[config.mk]
export PLATFORM = sky130hd
export DESIGN_NAME = ma_stage
export DESIGN_NICKNAME = d
export VERILOG_FILES = /design/src/rtl/isa_pkg.sv /design/src/rtl/ma_lane_fmt.sv /design/src/rtl/ma_stage.sv
export SDC_FILE = /design/constraint.sdc
export NUM_CORES = 1
export LEC_CHECK = 0
export BUFFER_PORTS_ARGS = -buffer_cell sky130_fd_sc_hd__buf_2
export CORE_ASPECT_RATIO = 1.75
export CORE_MARGIN = 2
export CORE_UTILIZATION = 25
export CTS_CLUSTER_DIAMETER = 80
export CTS_CLUSTER_SIZE = 30
export DETAILED_ROUTE_END_ITERATION = 7
export GPL_ROUTABILITY_DRIVEN = 0
export GPL_TIMING_DRIVEN = 0
export PLACE_DENSITY = 0.5
export SYNTH_ARGS = -nofsm -noshare
export SYNTH_HDL_FRONTEND = slang
export SYNTH_SLANG_ARGS = --single-unit
[constraint.sdc]
create_clock -name clk -period 5.3 [get_ports clk]
set_clock_uncertainty 0.05 [all_clocks]
set_input_delay 0.265 -clock clk [delete_from_list [all_inputs] [get_ports clk]]
set_output_delay 0.265 -clock clk [all_outputs]
set_load 0.03 [all_outputs]
[src/rtl/isa_pkg.sv]
// Shared ISA definitions for the memory-access stage: opcodes, access sizes, FSM states, decode helpers.
package isa_pkg;

    localparam logic [5:0] OP_LB  = 6'h20;
    localparam logic [5:0] OP_LH  = 6'h21;
    localparam logic [5:0] OP_LW  = 6'h23;
    localparam logic [5:0] OP_LBU = 6'h24;
    localparam logic [5:0] OP_LHU = 6'h25;
    localparam logic [5:0] OP_SB  = 6'h28;
    localparam logic [5:0] OP_SH  = 6'h29;
    localparam logic [5:0] OP_SW  = 6'h2B;

    typedef enum logic [1:0] {
        BYTE = 2'd0,
        HALF = 2'd1,
        WORD = 2'd2
    } size_e;

    typedef enum logic {
        IDLE = 1'b0,
        REQ  = 1'b1
    } state_e;

    typedef struct packed {
        logic  is_mem;
        logic  is_load;
        logic  is_signed;
        size_e size;
    } dec_t;

    // Fields carried unchanged from EX/MA to MA/WB
    typedef struct packed {
        logic [31:0] ir;
        logic [31:0] alu;
        logic        flag;
        logic [31:0] npc;
    } pt_t;

    // Classify an opcode as load/store and its access width
    function automatic dec_t decode(input logic [5:0] op);
        dec_t d;
        d = '{is_mem: 1'b0, is_load: 1'b0, is_signed: 1'b0, size: WORD};
        case (op)
            OP_LB:   d = '{is_mem: 1'b1, is_load: 1'b1, is_signed: 1'b1, size: BYTE};
            OP_LH:   d = '{is_mem: 1'b1, is_load: 1'b1, is_signed: 1'b1, size: HALF};
            OP_LW:   d = '{is_mem: 1'b1, is_load: 1'b1, is_signed: 1'b0, size: WORD};
            OP_LBU:  d = '{is_mem: 1'b1, is_load: 1'b1, is_signed: 1'b0, size: BYTE};
            OP_LHU:  d = '{is_mem: 1'b1, is_load: 1'b1, is_signed: 1'b0, size: HALF};
            OP_SB:   d = '{is_mem: 1'b1, is_load: 1'b0, is_signed: 1'b0, size: BYTE};
            OP_SH:   d = '{is_mem: 1'b1, is_load: 1'b0, is_signed: 1'b0, size: HALF};
            OP_SW:   d = '{is_mem: 1'b1, is_load: 1'b0, is_signed: 1'b0, size: WORD};
            default: d = '{is_mem: 1'b0, is_load: 1'b0, is_signed: 1'b0, size: WORD};
        endcase
        return d;
    endfunction

    // Natural alignment check; byte accesses can never be misaligned
    function automatic logic misaligned(input size_e size, input logic [1:0] a);
        logic m;
        case (size)
            HALF:    m = a[0];
            WORD:    m = (a != 2'b00);
            default: m = 1'b0;
        endcase
        return m;
    endfunction

endpackage

[src/rtl/ma_lane_fmt.sv]
// Little-endian byte-lane steering: store enables/data and load extraction/extension.
module ma_lane_fmt
    import isa_pkg::*;
(
    input  size_e       size_i,
    input  logic        signed_i,
    input  logic [1:0]  a_i,
    input  logic [31:0] rt_i,
    input  logic [31:0] rdata_i,
    output logic [3:0]  be_o,
    output logic [31:0] wdata_o,
    output logic [31:0] ldata_o
);

    logic [31:0] byte_sh;
    logic [31:0] half_sh;

    // Shift the addressed lane down to bit 0 and build store/load views
    always_comb begin
        byte_sh = rdata_i >> {a_i, 3'b000};
        half_sh = rdata_i >> {a_i[1], 4'b0000};
        be_o    = 4'b1111;
        wdata_o = rt_i;
        ldata_o = rdata_i;
        case (size_i)
            BYTE: begin
                be_o    = 4'b0001 << a_i;
                wdata_o = {4{rt_i[7:0]}};
                ldata_o = {{24{signed_i & byte_sh[7]}}, byte_sh[7:0]};
            end
            HALF: begin
                be_o    = a_i[1] ? 4'b1100 : 4'b0011;
                wdata_o = {2{rt_i[15:0]}};
                ldata_o = {{16{signed_i & half_sh[15]}}, half_sh[15:0]};
            end
            default: begin
                be_o    = 4'b1111;
                wdata_o = rt_i;
                ldata_o = rdata_i;
            end
        endcase
    end

endmodule

[src/rtl/ma_stage.sv]
// Memory-access pipeline stage: issues load/store over a req/ack port, stalls upstream while outstanding.
module ma_stage
    import isa_pkg::*;
#(
    parameter int unsigned TIMEOUT = 16,
    parameter int unsigned TO_W    = 5
) (
    input  logic        clk,
    input  logic        rst,
    input  logic        in_valid,
    input  logic [31:0] IRin,
    input  logic [31:0] ALUOutin,
    input  logic [31:0] Rtin,
    input  logic        Flagin,
    input  logic [31:0] NPCin,
    output logic        stall,
    output logic        mem_req,
    output logic        mem_we,
    output logic [31:0] mem_addr,
    output logic [3:0]  mem_be,
    output logic [31:0] mem_wdata,
    input  logic        mem_ack,
    input  logic [31:0] mem_rdata,
    output logic        wb_valid,
    output logic [31:0] MemDataout,
    output logic [31:0] ALUOutout,
    output logic [31:0] IRout,
    output logic        Flagout,
    output logic [31:0] NPCout,
    output logic        addr_err,
    output logic        bus_err
);

    localparam logic [TO_W-1:0] TO_LAST = TO_W'(TIMEOUT - 1);

    state_e          state_q, state_d;
    logic [TO_W-1:0] cnt_q, cnt_d;
    logic            mem_req_q, mem_req_d;
    logic            mem_we_q, mem_we_d;
    logic [31:0]     mem_addr_q, mem_addr_d;
    logic [3:0]      mem_be_q, mem_be_d;
    logic [31:0]     mem_wdata_q, mem_wdata_d;
    pt_t             pt_lat_q, pt_lat_d;
    pt_t             pt_out_q, pt_out_d;
    logic [31:0]     memdata_q, memdata_d;
    logic            wb_valid_q, wb_valid_d;
    logic            addr_err_q, addr_err_d;
    logic            bus_err_q, bus_err_d;

    pt_t         pt_in;
    dec_t        dec_in, dec_lat;
    size_e       fmt_size;
    logic        fmt_signed;
    logic [1:0]  fmt_a;
    logic [3:0]  fmt_be;
    logic [31:0] fmt_wdata;
    logic [31:0] fmt_ldata;

    assign pt_in = '{ir: IRin, alu: ALUOutin, flag: Flagin, npc: NPCin};

    // Lane formatter sees the live instruction in IDLE and the latched one in REQ
    always_comb begin
        dec_in     = decode(IRin[31:26]);
        dec_lat    = decode(pt_lat_q.ir[31:26]);
        fmt_size   = (state_q == REQ) ? dec_lat.size      : dec_in.size;
        fmt_signed = (state_q == REQ) ? dec_lat.is_signed : dec_in.is_signed;
        fmt_a      = (state_q == REQ) ? pt_lat_q.alu[1:0] : ALUOutin[1:0];
    end

    ma_lane_fmt u_lane_fmt (
        .size_i   (fmt_size),
        .signed_i (fmt_signed),
        .a_i      (fmt_a),
        .rt_i     (Rtin),
        .rdata_i  (mem_rdata),
        .be_o     (fmt_be),
        .wdata_o  (fmt_wdata),
        .ldata_o  (fmt_ldata)
    );

    // Next-state, request and write-back output logic
    always_comb begin
        state_d     = state_q;
        cnt_d       = cnt_q;
        mem_req_d   = mem_req_q;
        mem_we_d    = mem_we_q;
        mem_addr_d  = mem_addr_q;
        mem_be_d    = mem_be_q;
        mem_wdata_d = mem_wdata_q;
        pt_lat_d    = pt_lat_q;
        pt_out_d    = pt_out_q;
        memdata_d   = memdata_q;
        wb_valid_d  = 1'b0;
        addr_err_d  = 1'b0;
        bus_err_d   = 1'b0;
        stall       = 1'b0;

        case (state_q)
            IDLE: begin
                if (in_valid) begin
                    if (!dec_in.is_mem) begin
                        wb_valid_d = 1'b1;
                        pt_out_d   = pt_in;
                        memdata_d  = 32'h0;
                    end else if (misaligned(dec_in.size, ALUOutin[1:0])) begin
                        addr_err_d = 1'b1;
                        pt_out_d   = pt_in;
                        memdata_d  = 32'h0;
                    end else begin
                        stall       = 1'b1;
                        state_d     = REQ;
                        cnt_d       = '0;
                        mem_req_d   = 1'b1;
                        mem_we_d    = !dec_in.is_load;
                        mem_addr_d  = {ALUOutin[31:2], 2'b00};
                        mem_be_d    = fmt_be;
                        mem_wdata_d = fmt_wdata;
                        pt_lat_d    = pt_in;
                    end
                end
            end
            REQ: begin
                if (mem_ack) begin
                    state_d    = IDLE;
                    mem_req_d  = 1'b0;
                    wb_valid_d = 1'b1;
                    pt_out_d   = pt_lat_q;
                    memdata_d  = (dec_lat.is_mem && dec_lat.is_load) ? fmt_ldata : 32'h0;
                end else if (cnt_q == TO_LAST) begin
                    state_d   = IDLE;
                    mem_req_d = 1'b0;
                    bus_err_d = 1'b1;
                end else begin
                    stall = 1'b1;
                    cnt_d = TO_W'(cnt_q + 1'b1);
                end
            end
            default: begin
                state_d   = IDLE;
                mem_req_d = 1'b0;
            end
        endcase
    end

    // State and output registers with synchronous reset
    always_ff @(posedge clk) begin
        if (rst) begin
            state_q     <= IDLE;
            cnt_q       <= '0;
            mem_req_q   <= 1'b0;
            mem_we_q    <= 1'b0;
            mem_addr_q  <= 32'h0;
            mem_be_q    <= 4'h0;
            mem_wdata_q <= 32'h0;
            pt_lat_q    <= '0;
            pt_out_q    <= '0;
            memdata_q   <= 32'h0;
            wb_valid_q  <= 1'b0;
            addr_err_q  <= 1'b0;
            bus_err_q   <= 1'b0;
        end else begin
            state_q     <= state_d;
            cnt_q       <= cnt_d;
            mem_req_q   <= mem_req_d;
            mem_we_q    <= mem_we_d;
            mem_addr_q  <= mem_addr_d;
            mem_be_q    <= mem_be_d;
            mem_wdata_q <= mem_wdata_d;
            pt_lat_q    <= pt_lat_d;
            pt_out_q    <= pt_out_d;
            memdata_q   <= memdata_d;
            wb_valid_q  <= wb_valid_d;
            addr_err_q  <= addr_err_d;
            bus_err_q   <= bus_err_d;
        end
    end

    assign mem_req    = mem_req_q;
    assign mem_we     = mem_we_q;
    assign mem_addr   = mem_addr_q;
    assign mem_be     = mem_be_q;
    assign mem_wdata  = mem_wdata_q;
    assign wb_valid   = wb_valid_q;
    assign MemDataout = memdata_q;
    assign ALUOutout  = pt_out_q.alu;
    assign IRout      = pt_out_q.ir;
    assign Flagout    = pt_out_q.flag;
    assign NPCout     = pt_out_q.npc;
    assign addr_err   = addr_err_q;
    assign bus_err    = bus_err_q;

endmodule

==> summary.md, run 1 <==
| Metric | Value |
|---|---|
| Final WL | 46100 um |
| Seq/Total Area, Yosys | 46.5% |
| ANT nets after route | 0 |
| Ports | 368 |
| Mapped Area | 0.0117 mm^2 |
| Post-synth ARST share | 0% |
| Synth warnings | 0 |
| Grt ovf | 0 |
| Static Leak | 6.67 nW |
| Final setup TNS | 0 ns |
| Hpwl dp | 35500 um |
| Vias | 11493 |
| Register bit total from synthesis | 273 |
| Endpoints failing setup | 0 |
| Distinct cells, synth | 53 |
| Drt via density | 4.70 |
| Commonest register cell after synthesis | dfxtp_1 |
| WS Path Type | in -> out |
| VDD IR max | 0.000163 V |
| Fin. Hold Viols | 0 |
| Layout Nets | 2016 |
| Num Clock Sinks | 273 |
| Post-synthesis cell count | 1325 |
| Core area | 0.0466 mm^2 |
| Post-CTS setup buffers | 0 |
| Routed len/inst | 18.8 um |
| Worst slew margin | 37.8% |
| CP endpoint kind | output pin |
| Initial Utilization | 25.2% |
| DRT iter0 DRCs | 536 |
| Final period util | 72.3% |
| Die width | 168 um |
| WP data required | 4.99 ns |
| # DRC | 0 |
| All-layer global routing usage | 18.3% |
| Clk root buf | clkbuf_16 |
| TritonRoute pass-1 iters | 5 |
| Clock latency on the worst-skew pair | 0.53 ns |
| Layout area overhead | 37.9% |
| Status | completed |
| Syn Area/Cell | 8.86 um^2 |
| Crit start category | input pin |
| I/O Buffers | 364 |
| Worst-case clock buffer depth | 3 |
| Placed cells | 2278 |
| Slew Limit Fails | 0 |
| Cells resized by post-CTS repair | 0 |
| Clk pin slew, worst setup/hold paths | 0.11 ns |
| First-pass GRT wire length | 69000 um |
| Max-Cap Viols | 0 |
| Tightest Pin Transition | 0.934 ns |
| Rows | 105 |
| Fraction of layout cells with a size suffix above 1 | 25.8% |
| CTS tree | built |
| Pwr dens | 262 mW/mm^2 |
| Crit-path max FO | 10 |
| Die ar. | 0.0488 mm^2 |
| Hold Crit Class | in -> reg |
| RSZ-0062 raised after global routing | false |
| F_max | 0.261 GHz |
| WP data arrival | 3.52 ns |
| # H-tree levels | 1 |
| Largest net degree at the start of global routing | 31 |
| EDFF count, synth | 0 |
| Vias in the first global route | 11698 |
| Final std cells w/o fill | 2445 |
| Num CTS Buffers | 14 |
| Antenna violations before repair | 5 |
| Min cycle time layout | 3.83 ns |
| Die Span Y | 291 um |
power by group:
part | leakage, nW | internal (mW) | total (mW) | switching [mW]
combinational | 4.22 | 0.279 | 0.751 | 0.472
clock | 0.226 | 0.569 | 1.33 | 0.757
sequential | 2.23 | 2.13 | 2.17 | 0.0439
total | 6.67 | 2.98 | 4.25 | 1.27
synth_stat cells (2+ instances only):
library cell	count	area [um^2]
dfxtp_1	273	5470
nand2_1	244	916
nor2_1	150	563
mux2i_1	127	1270
a21oi_1	116	581
a211oi_1	107	803
clkbuf_1	71	267
buf_2	35	175
buf_4	33	248
a311oi_1	24	210
o2bb2ai_1	15	131
nor3_1	10	50.1
a22oi_1	9	67.6
o21ai_0	9	45.0
o2bb2ai_2	9	135
a32o_1	8	80.1
o21bai_1	8	60.1
o32a_1	8	80.1
and3_1	6	37.5
nand3_1	6	30.0
buf_1	4	15.0
ha_1	4	50.1
inv_1	4	15.0
nand2b_1	4	25.0
a21o_1	3	22.5
mux2i_4	3	67.6
nor2b_1	3	18.8
a2111oi_0	2	17.5
a31oi_1	2	12.5
buf_6	2	22.5
nor3b_1	2	15.0
nor4bb_1	2	20.0
xor2_1	2	17.5
through the flow:
step | util (%) | instance area, um^2 | power, mW | setup WS, ns | hold slack (ns)
floorplan | - | 11700 | 2.62 | 3.01 | 0.291
global placement | 30.7 | 14300 | 2.89 | 1.76 | 0.392
detailed placement | 30.7 | 14300 | 2.90 | 1.64 | 0.391
CTS | 34.7 | 16200 | 4.32 | 1.45 | 0.00347
global route | 34.7 | 16200 | 4.43 | 1.29 | 0.0212
finish | 34.7 | 16200 | 4.25 | 1.47 | 0.0282
area by class of cell:
cell class / instances / area (um^2)
fillers: 4879 / 30400
multi-input cells: 904 / 5540
flip-flops and latches: 273 / 5470
repair buffers: 505 / 3230
well taps: 588 / 736
plain buffers: 145 / 727
clock buffers: 17 / 403
clock inverters: 5 / 67.6
inverters: 4 / 15.0
diodes: 4 / 10.0
worst max-delay path, stage by stage:
cell,delay [ns]
dlygate4sd3_1,0.54
buf_2,0.16
a21oi_1,0.21
nand3_1,0.16
ha_1,0.32
a21o_1,0.19
nand3_1,0.18
clkbuf_1,0.68
clkbuf_1,0.48
nand2_1,0.10
buf_2,0.21
registers in the layout (all words and copies together), names as in the netlist:
register    count
NPCout         32
IRout          32
state_q         1
wb_valid        1
mem_wdata      32
bus_err         1
pt_lat_q       96
MemDataout     32
mem_addr        1
cnt_q           5
addr_err        1
mem_we          1
ALUOutout      32
mem_be          4
mem_req         1
Flagout         1
placed cells by master, fill, tap and decap left out, drive strengths merged, types with 10 or more instances in the layout:
master and instances:
dfxtp 273, buf 438, a311oi 24, o21ai 10, a21oi 117, clkbuf 88, nand2 244, mux2i 130
a211oi 107, dlygate4sd3 141, o2bb2ai 24, nor2 150, nor3 10
cells by family after synthesis:
family,share of synthesized area [%]
other,0.0319
AND/OR/NAND/NOR,15.1
buffers and inverters,6.32
AO/OA/AOI/OAI,20.0
multiplexers,11.5
XOR/XNOR,0.149
adder cells (fa/ha/maj),0.426
flip-flops,46.5
final timing paths:
path                                       to                      start  slack [ns]  cells past startpoint
hold / removal    MemDataout[20]$_SDFFE_PP0P_              mem_rdata[20]        0.03                      3
hold reg to reg     pt_lat_q[21]$_SDFFE_PP0P_  pt_lat_q[21]$_SDFFE_PP0P_        0.41                      2
setup reg to reg       IRout[30]$_SDFFE_PP0P_         state_q$_SDFF_PP0_        2.25                      7
setup / recovery                        stall                   IRin[28]        1.47                     11
timing repair:
item,4_1_cts,5_1_grt
hold endpoints to repair,134,0
endpoints found under the setup margin,0,0
hold buffers,141,0
per-layer routing:
metal	wire length (um)	vias up	part of all wire, %	track usage [%]
met5	24	-	0.052	0
li1	-	5660	-	-
met2	25500	339	55	36.5
met1	16800	5405	37	18.7
met4	1900	4	4.1	7.80
met3	1790	85	3.9	2.14
No activity file was read; power rests on OpenSTA's default activity.
==> run 2: changes to the inputs <==
ABC_AREA = 1   (was unset)
PLACE_DENSITY = 0.51   (was 0.5)
clock period = 3.18 ns   (was 5.3 ns; I/O delays follow)
==> run 2 against run 1 <==
Compared with the run above: clock power is 75% higher; core utilization is 0.078 points higher; via count is 16% higher; register-to-register slack worse by 2.0 ns; cell area is 4.1% higher; combinational power is 96% higher; die area is 3.6% higher; global-route usage is 1.1 points higher; worst setup slack worse by 1.2 ns; sequential power is 70% higher; largest cell class unchanged.
==> summary.md, run 2 <==
| Metric | Value |
|---|---|
| Die ar. | 0.0506 mm^2 (+3.6%) |
| Power share of the sequential group | 49.2% (-1.9 points) |
| Slew Limit Fails | 0 (unchanged) |
| DP Worst Slack | 0.0152 ns (-1.62 ns) |
| # DRC | 0 (unchanged) |
| Hpwl dp | 38300 um (+7.9%) |
| Initial Utilization | 25.1% (-0.055 points) |
| Commonest register cell after synthesis | dfxtp_1 |
| Static Leak | 7.88 nW (+18%) |
| Register bit total from synthesis | 273 (unchanged) |
| Slack of the worst reg-to-reg path | 0.27 ns (-1.98 ns) |
| Adder-cell share of the synthesized area | 0.411% (-0.015 points) |
| Ports | 368 (unchanged) |
| ANT nets after route | 0 (unchanged) |
| Multiplexer area fraction after synthesis | 0% (-11 points) |
| CTS tree | built |
| VDD IR max | 0.000251 V (+54%) |
| Endpoints failing setup | 0 (unchanged) |
| Routed len/inst | 17.7 um (-5.8%) |
| Largest net degree at the start of global routing | 31 (unchanged) |
| Distinct cells, synth | 39 (-26%) |
| WP data required | 3.61 ns (-1.38 ns) |
| Final Worst Setup Slack | 0.267 ns (-1.20 ns) |
| Max-Cap Viols | 0 (unchanged) |
| Comb power frac | 19.6% (+1.9 points) |
| Simple-gate area share of the yosys netlist | 24.6% (+9.5 points) |
| Rows | 107 (+1.9%) |
| F_max | 0.343 GHz |
| Post-synth top area cell | dfxtp_1 |
| Layout Nets | 2371 (+18%) |
| Final setup TNS | 0 ns (unchanged) |
| Die Span Y | 296 um (+1.8%) |
| Syn Area/Cell | 7.31 um^2 (-18%) |
| Most frequent cell after synthesis | nand2_1 |
| Most frequent cells in the layout | 393 x buf_2, 362 x nand2_1, 273 x dfxtp_1 |
| EDFF count, synth | 0 (unchanged) |
| Hold Crit Class | in -> reg |
| Reg with most FFs | pt_lat_q |
| Num CTS Buffers | 15 (+1) |
| Die width | 171 um (+1.8%) |
| Worst slew margin | 37.2% (-0.55 points) |
| Post-synth ARST share | 0% (unchanged) |
| All-layer global routing usage | 19.4% (+1.1 points) |
| Critical Path Sink | mem_wdata[31]$_SDFFE_PP0P_ |
| Tightest Pin Transition | 0.942 ns (+0.00825 ns) |
| CP endpoint kind | flop |
| First-pass GRT wire length | 75800 um (+9.8%) |
| TritonRoute pass-1 iters | 5 (unchanged) |
| Antenna violations before repair | 2 (-3) |
| Final WL | 50800 um (+10%) |
| Number of flip-flops in the largest register | 96 (unchanged) |
| Crit-path max FO | 10 (unchanged) |
| Fraction of layout cells with a size suffix above 1 | 24.4% (-1.4 points) |
| Compound-gate portion of the synthesized area | 19.8% (-0.20 points) |
| Vias | 13353 (+16%) |
| Switching share of power | 31.9% (+2.0 points) |
| WS Path Type | reg -> reg |
| FF-to-FF Start | state_q$_SDFF_PP0_ |
| Worst-case clock buffer depth | 3 (unchanged) |
| WP data arrival | 3.34 ns (-0.18 ns) |
| Vias in the first global route | 13123 (+12%) |
| Clock latency on the worst-skew pair | 0.52 ns (about the same) |
| Post-Synth XOR/XNOR Area | 0.144% (-0.0053 points) |
| Crit path from | state_q$_SDFF_PP0_ |
| I/O Buffers | 364 (unchanged) |
| Reg2reg path depth | 12 (+5) |
| RSZ-0062 raised after global routing | false |
| Clk pin slew, worst setup/hold paths | 0.12 ns (about the same) |
| Seq/Total Area, Yosys | 44.9% (-1.7 points) |
| Core area | 0.0485 mm^2 (+3.9%) |
| Synth warnings | 0 (unchanged) |
| P_sw | 2.38 mW (+87%) |
| Layout area overhead | 38.5% |
| P_int | 5.09 mW (+71%) |
| Min cycle time layout | 2.91 ns |
| Yosys top cell area share | 44.9% (-1.7 points) |
| Worst hold slack | 0.0340 ns (+0.00586 ns) |
| Commonest non-fill, non-tap cell in the layout | buf_2 |
| DRT iter0 DRCs | 787 (+47%) |
| Grt ovf | 0 (unchanged) |
| Num Clock Sinks | 273 (unchanged) |
| Synth area leaders | dfxtp_1 45%, nand2_1 11%, o21ai_0 7.6% |
| Drt via density | 4.66 (-0.81%) |
| Largest family of logic cells by synthesized area | simple AND/OR/NAND/NOR gates |
| Clk root buf | clkbuf_16 |
| Post-synthesis cell count | 1666 (+26%) |
| Crit start category | flop |
| Pwr dens | 443 mW/mm^2 (+69%) |
| Fin. Hold Viols | 0 (unchanged) |
| Reg-to-Reg End | mem_wdata[31]$_SDFFE_PP0P_ |
| Status | completed |
| Clk pwr share | 31.2% (about the same) |
| Mapped Area | 0.0122 mm^2 (+3.7%) |
| Post-synth top cells | 362 x nand2_1, 273 x dfxtp_1, 246 x nor2_1 |
| # H-tree levels | 1 (unchanged) |
| Final period util | 91.6% |
## run 2: power groups by stage
stage / Combinational, mW / Clock, mW / Sequential (mW)
after floorplan: 0.548 / 0 / 3.99
after global placement: 1.32 / 0 / 3.75
after detailed placement: 1.33 / 0 / 3.75
after CTS: 1.48 / 2.42 / 3.67
after global routing: 1.59 / 2.52 / 3.69
final: 1.47 / 2.33 / 3.68
## run 2: cell type report
class                           instances  area (um^2)
Buffer                                156          937
Clock buffer                           17          403
Timing Repair Buffer                  518         3360
Multi-Input combinational cell       1159         5480
Clock inverter                          7          101
Fill cell                            5227        31600
Sequential cell                       273         5470
Tap cell                              654          818
Inverter                               79          302
Antenna cell                            1         2.50
## run 2: metrics by stage
stage                     power, mW  area (um^2)  instances  util [%]
after floorplan                4.54        12200       1667         -
after global routing           7.81        16900       2863      34.8
final                          7.47        16900       2864      34.8
after detailed placement       5.08        14800       2685      30.6
after global placement         5.07        14800       2685      30.6
after CTS                      7.57        16900       2863      34.8
## run 2: worst min-delay path by stage
stage	start	cells past startpoint	to	slack, ns
after global placement	ALUOutin[31]	3	mem_addr[31]$_SDFFE_PP0P_	0.35
after detailed placement	ALUOutin[23]	3	pt_lat_q[56]$_SDFFE_PP0P_	0.36
after floorplan	ALUOutin[2]	2	pt_lat_q[35]$_SDFFE_PP0P_	0.24
after CTS	mem_rdata[13]	5	MemDataout[13]$_SDFFE_PP0P_	0.0007
after global routing	mem_rdata[19]	4	MemDataout[19]$_SDFFE_PP0P_	0.05
final	mem_rdata[13]	5	MemDataout[13]$_SDFFE_PP0P_	0.03
## run 2: what timing repair did
action                                  4_1_cts  5_1_grt
buffers inserted                              0        0
endpoints found under the setup margin        0        6
endpoints found under the hold margin       236        0
gates resized for setup                       0        1
hold buffers                                154        0
## run 2: logic make-up (layout without fill, tap and decap cells)
kind of cell               count (synthesis)  count (layout)
and+or+nand+nor                          720             720
AOI/OAI and AO/OA                        431             431
DFF                                      273             273
buffers and inverters                    235             777
adders and majority gates                  4               4
xor gates and xnor gates                   2               2
other                                      1               3
## run 2: worst max-delay path, cell delays in order (launching register included)
cell and delay (ns):
dfxtp_1 0.44, buf_2 0.32, nand2_1 0.12, a21oi_1 0.12
nand3_1 0.08, nand2_1 0.10, buf_4 0.18, clkbuf_1 0.60
nand2_1 0.10, nand3_1 0.11, dlygate4sd3_1 0.55, nand2_1 0.05
inv_1 0.04
## run 2: metal layers
| metal | part of all wire [%] | wire, um | global-route usage, % |
|---|---|---|---|
| met5 | 0 | 0 | 0 |
| met4 | 3.9 | 1980 | 7.65 |
| met2 | 52 | 26600 | 37.2 |
| met1 | 38 | 19300 | 21.1 |
| met3 | 5.7 | 2890 | 2.66 |
==> run 3: changes to the inputs <==
PLACE_DENSITY = 0.5   (was 0.51)
clock period = 3.8 ns   (was 3.18 ns; I/O delays follow)
==> run 3 against run 2 <==
Compared with the run above: sequential share of layout area grew 0.13 points; cell area down 0.41%; core utilization is 0.14 points lower; routed wire length grew 0.16%; final cell count shrank 0.24%; via count down 0.84%; global-route usage grew 0.10 points; non-clock buffer count decreased by 8; critical path depth increased by 8; register-to-register slack better by 0.86 ns; critical path type is now in -> reg.
==> summary.md, run 3 (synthesized netlist as in run 2, its figures left out) <==
| Metric | Value |
|---|---|
| Hpwl dp | 38900 um (+1.6%) |
| CP bufs+invs | 8 (+3) |
| Die width | 171 um (unchanged) |
| I/O Buffers | 364 (unchanged) |
| Final Core Density | 34.7% (-0.14 points) |
| Crit-path max FO | 10 (unchanged) |
| Status | completed |
| Total power | 6.30 mW (-16%) |
| Final std cells w/o fill | 2857 (-0.24%) |
| Grt ovf | 0 (unchanged) |
| CP dominant cell by count | buf_6 |
| # DRC | 0 (unchanged) |
| CP endpoint kind | flop |
| Tightest Pin Transition | 0.979 ns (+0.0367 ns) |
| Die ar. | 0.0506 mm^2 (unchanged) |
| Final Worst Setup Slack | 0.385 ns (+0.117 ns) |
| Largest net degree at the start of global routing | 31 (unchanged) |
| ANT nets after route | 0 (unchanged) |
| Slack of the worst reg-to-reg path | 1.13 ns (+0.86 ns) |
| Area of the multi-input gates | 0.00548 mm^2 (unchanged) |
| WP data required | 4.23 ns (+0.62 ns) |
| Num Clock Sinks | 273 (unchanged) |
| Register area | 0.00547 mm^2 (unchanged) |
| TritonRoute pass-1 iters | 6 (+1) |
| DP Worst Slack | 0.606 ns (+0.591 ns) |
| Hold Crit Class | in -> reg |
| Reg2reg path depth | 14 (+2) |
| Final WL | 50900 um (+0.16%) |
| Drt via density | 4.63 (-0.60%) |
| Worst-case clock buffer depth | 3 (unchanged) |
| Crit path from | IRin[29] |
| Num CTS Buffers | 15 (unchanged) |
| Placed cell areas | 0.0148 mm^2 (unchanged) |
| Critical Path Sink | mem_wdata[8]$_SDFFE_PP0P_ |
| DRT iter0 DRCs | 647 (-18%) |
| WS Path Type | in -> reg |
| Antenna violations before repair | 0 (-2) |
| Static Leak | 7.86 nW (-0.30%) |
| Pwr dens | 375 mW/mm^2 (-15%) |
| Clock latency on the worst-skew pair | 0.56 ns (+0.04 ns) |
| P_sw | 2.03 mW (-15%) |
| CP max-delay cell | dlygate4sd3_1 |
| Crit start category | input pin |
| Clk pwr share | 31.7% (+0.5 points) |
| CP cell instances | dlygate4sd3_1 > buf_2 > nor2_1 > nor2_1 > nand3_2 > nand3_4 > nand2_1 > inv_1 > ha_1 > nand2_1 > inv_1 > o21ai_1 > nand3_4 > nor2_4 > buf_6 > buf_6 > buf_6 > o21ai_1 > a21oi_1 > dlygate4sd3_1 |
| Vias in the first global route | 12922 (-1.5%) |
| P_int | 4.27 mW (-16%) |
| All-layer global routing usage | 19.5% (+0.10 points) |
| Most frequent cells in the layout | 393 x buf_2, 362 x nand2_1, 273 x dfxtp_1 |
| Max-Cap Viols | 0 (unchanged) |
| WP data arrival | 3.85 ns (+0.51 ns) |
| VDD IR max | 0.000345 V (+37%) |
| Final period util | 89.9% |
| Worst hold slack | 0.0282 ns (-0.00580 ns) |
| Core area | 0.0485 mm^2 (unchanged) |
| Layout area overhead | 38.0% |
| Comb power frac | 19.5% (about the same) |
| Fraction of layout cells with a size suffix above 1 | 24.6% (+0.11 points) |
| FF-to-FF Start | pt_lat_q[93]$_SDFFE_PP0P_ |
| Switching share of power | 32.3% (+0.37 points) |
| Routed len/inst | 17.8 um (+0.41%) |
| Post-CTS setup buffers | 0 (unchanged) |
| Max stage delay on crit path | 0.56 ns (-0.04 ns) |
| Final setup TNS | 0 ns (unchanged) |
| Layout Nets | 2363 (-0.34%) |
| Clk pin slew, worst setup/hold paths | 0.11 ns (about the same) |
| Fin. Hold Viols | 0 (unchanged) |
| Fin area | 0.0168 mm^2 (-0.41%) |
| Slew Limit Fails | 0 (unchanged) |
| Clk root buf | clkbuf_16 |
| CTS tree | built |
| First-pass GRT wire length | 75600 um (-0.23%) |
| Endpoints failing setup | 0 (unchanged) |
| Power share of the sequential group | 48.8% (-0.4 points) |
| Reg with most FFs | pt_lat_q |
| Worst slew margin | 34.8% (-2.4 points) |
| # H-tree levels | 1 (unchanged) |
| Ports | 368 (unchanged) |
| CP top delay family | buffers and inverters |
| RSZ-0062 raised after global routing | false |
| Commonest non-fill, non-tap cell in the layout | buf_2 |
| Inserted Diodes | 0 (-1) |
| Die Span Y | 296 um (unchanged) |
| Min cycle time layout | 3.42 ns |
| Rows | 107 (unchanged) |
| Placed cells | 2685 (unchanged) |
| Initial Utilization | 25.1% (unchanged) |
| Vias | 13241 (-0.84%) |
| Number of flip-flops in the largest register | 96 (unchanged) |
| Worst path depth | 20 (+8) |
| F_max | 0.293 GHz |
| Reg-to-Reg End | mem_wdata[12]$_SDFFE_PP0P_ |
| # fillers | 5315 (+1.7%) |
==> run 3: changes by cell type in the layout (fill, tap and decap cells not counted), sizes merged <==
| cell | change |
|---|---|
| inv | +4 |
| clkbuf | +1 |
| clkinv | -4 |
| clkinvlp | +1 |
| dlygate4sd3 | -8 |
| diode | -1 |
==> run 3: worst min-delay path by stage <==
stage                        startpoint                           to  slack [ns]  cells past startpoint
after floorplan             ALUOutin[2]    pt_lat_q[35]$_SDFFE_PP0P_        0.27                      2
after global placement         IRin[20]    pt_lat_q[85]$_SDFFE_PP0P_        0.38                      3
after detailed placement       IRin[22]    pt_lat_q[87]$_SDFFE_PP0P_        0.39                      3
after CTS                 mem_rdata[19]  MemDataout[19]$_SDFFE_PP0P_       0.001                      4
after global routing      mem_rdata[21]  MemDataout[21]$_SDFFE_PP0P_        0.03                      5
final                     mem_rdata[19]  MemDataout[19]$_SDFFE_PP0P_        0.03                      4
==> run 3: metal layers <==
layer  part of all wire [%]  global-route usage (%)
met5                      0                       0
met4                    4.4                    8.58
met3                    4.7                    2.40
met2                     53                    37.7
met1                     38                    20.8
==> run 3: worst reg2reg max path: cells and delay by family, from the launching register on <==
| kind | cells | cell delay, ns |
|---|---|---|
| AOI/OAI and AO/OA | 1 | 0.06 |
| DFF | 1 | 0.48 |
| buffers and inverters | 4 | 1.00 |
| and+or+nand+nor | 9 | 0.96 |
==> run 3: what timing repair did <==
| item | in CTS | in global routing |
|---|---|---|
| setup endpoints to repair | 0 | 2 |
| resized for setup | 0 | 1 |
| hold buffers | 146 | 0 |
| endpoints found under the hold margin | 231 | 0 |
==> run 3: layout make-up <==
class                           instances  share of cell area [%]
Inverter                               79                    1.79
Tap cell                              654                    4.87
Multi-Input combinational cell       1159                    32.6
Buffer                                156                    5.58
Timing Repair Buffer                  510                    19.5
Clock buffer                           18                    2.42
Clock inverter                          8                   0.663
Sequential cell                       273                    32.5
==> run 3: power groups by stage <==
| stage | Sequential [mW] | Combinational [mW] | Clock, mW |
|---|---|---|---|
| after global routing | 3.09 | 1.33 | 2.18 |
| after detailed placement | 3.14 | 1.11 | 0 |
| after global placement | 3.14 | 1.11 | 0 |
| after floorplan | 3.34 | 0.458 | 0 |
| final | 3.08 | 1.23 | 2.00 |
| after CTS | 3.08 | 1.23 | 2.09 |
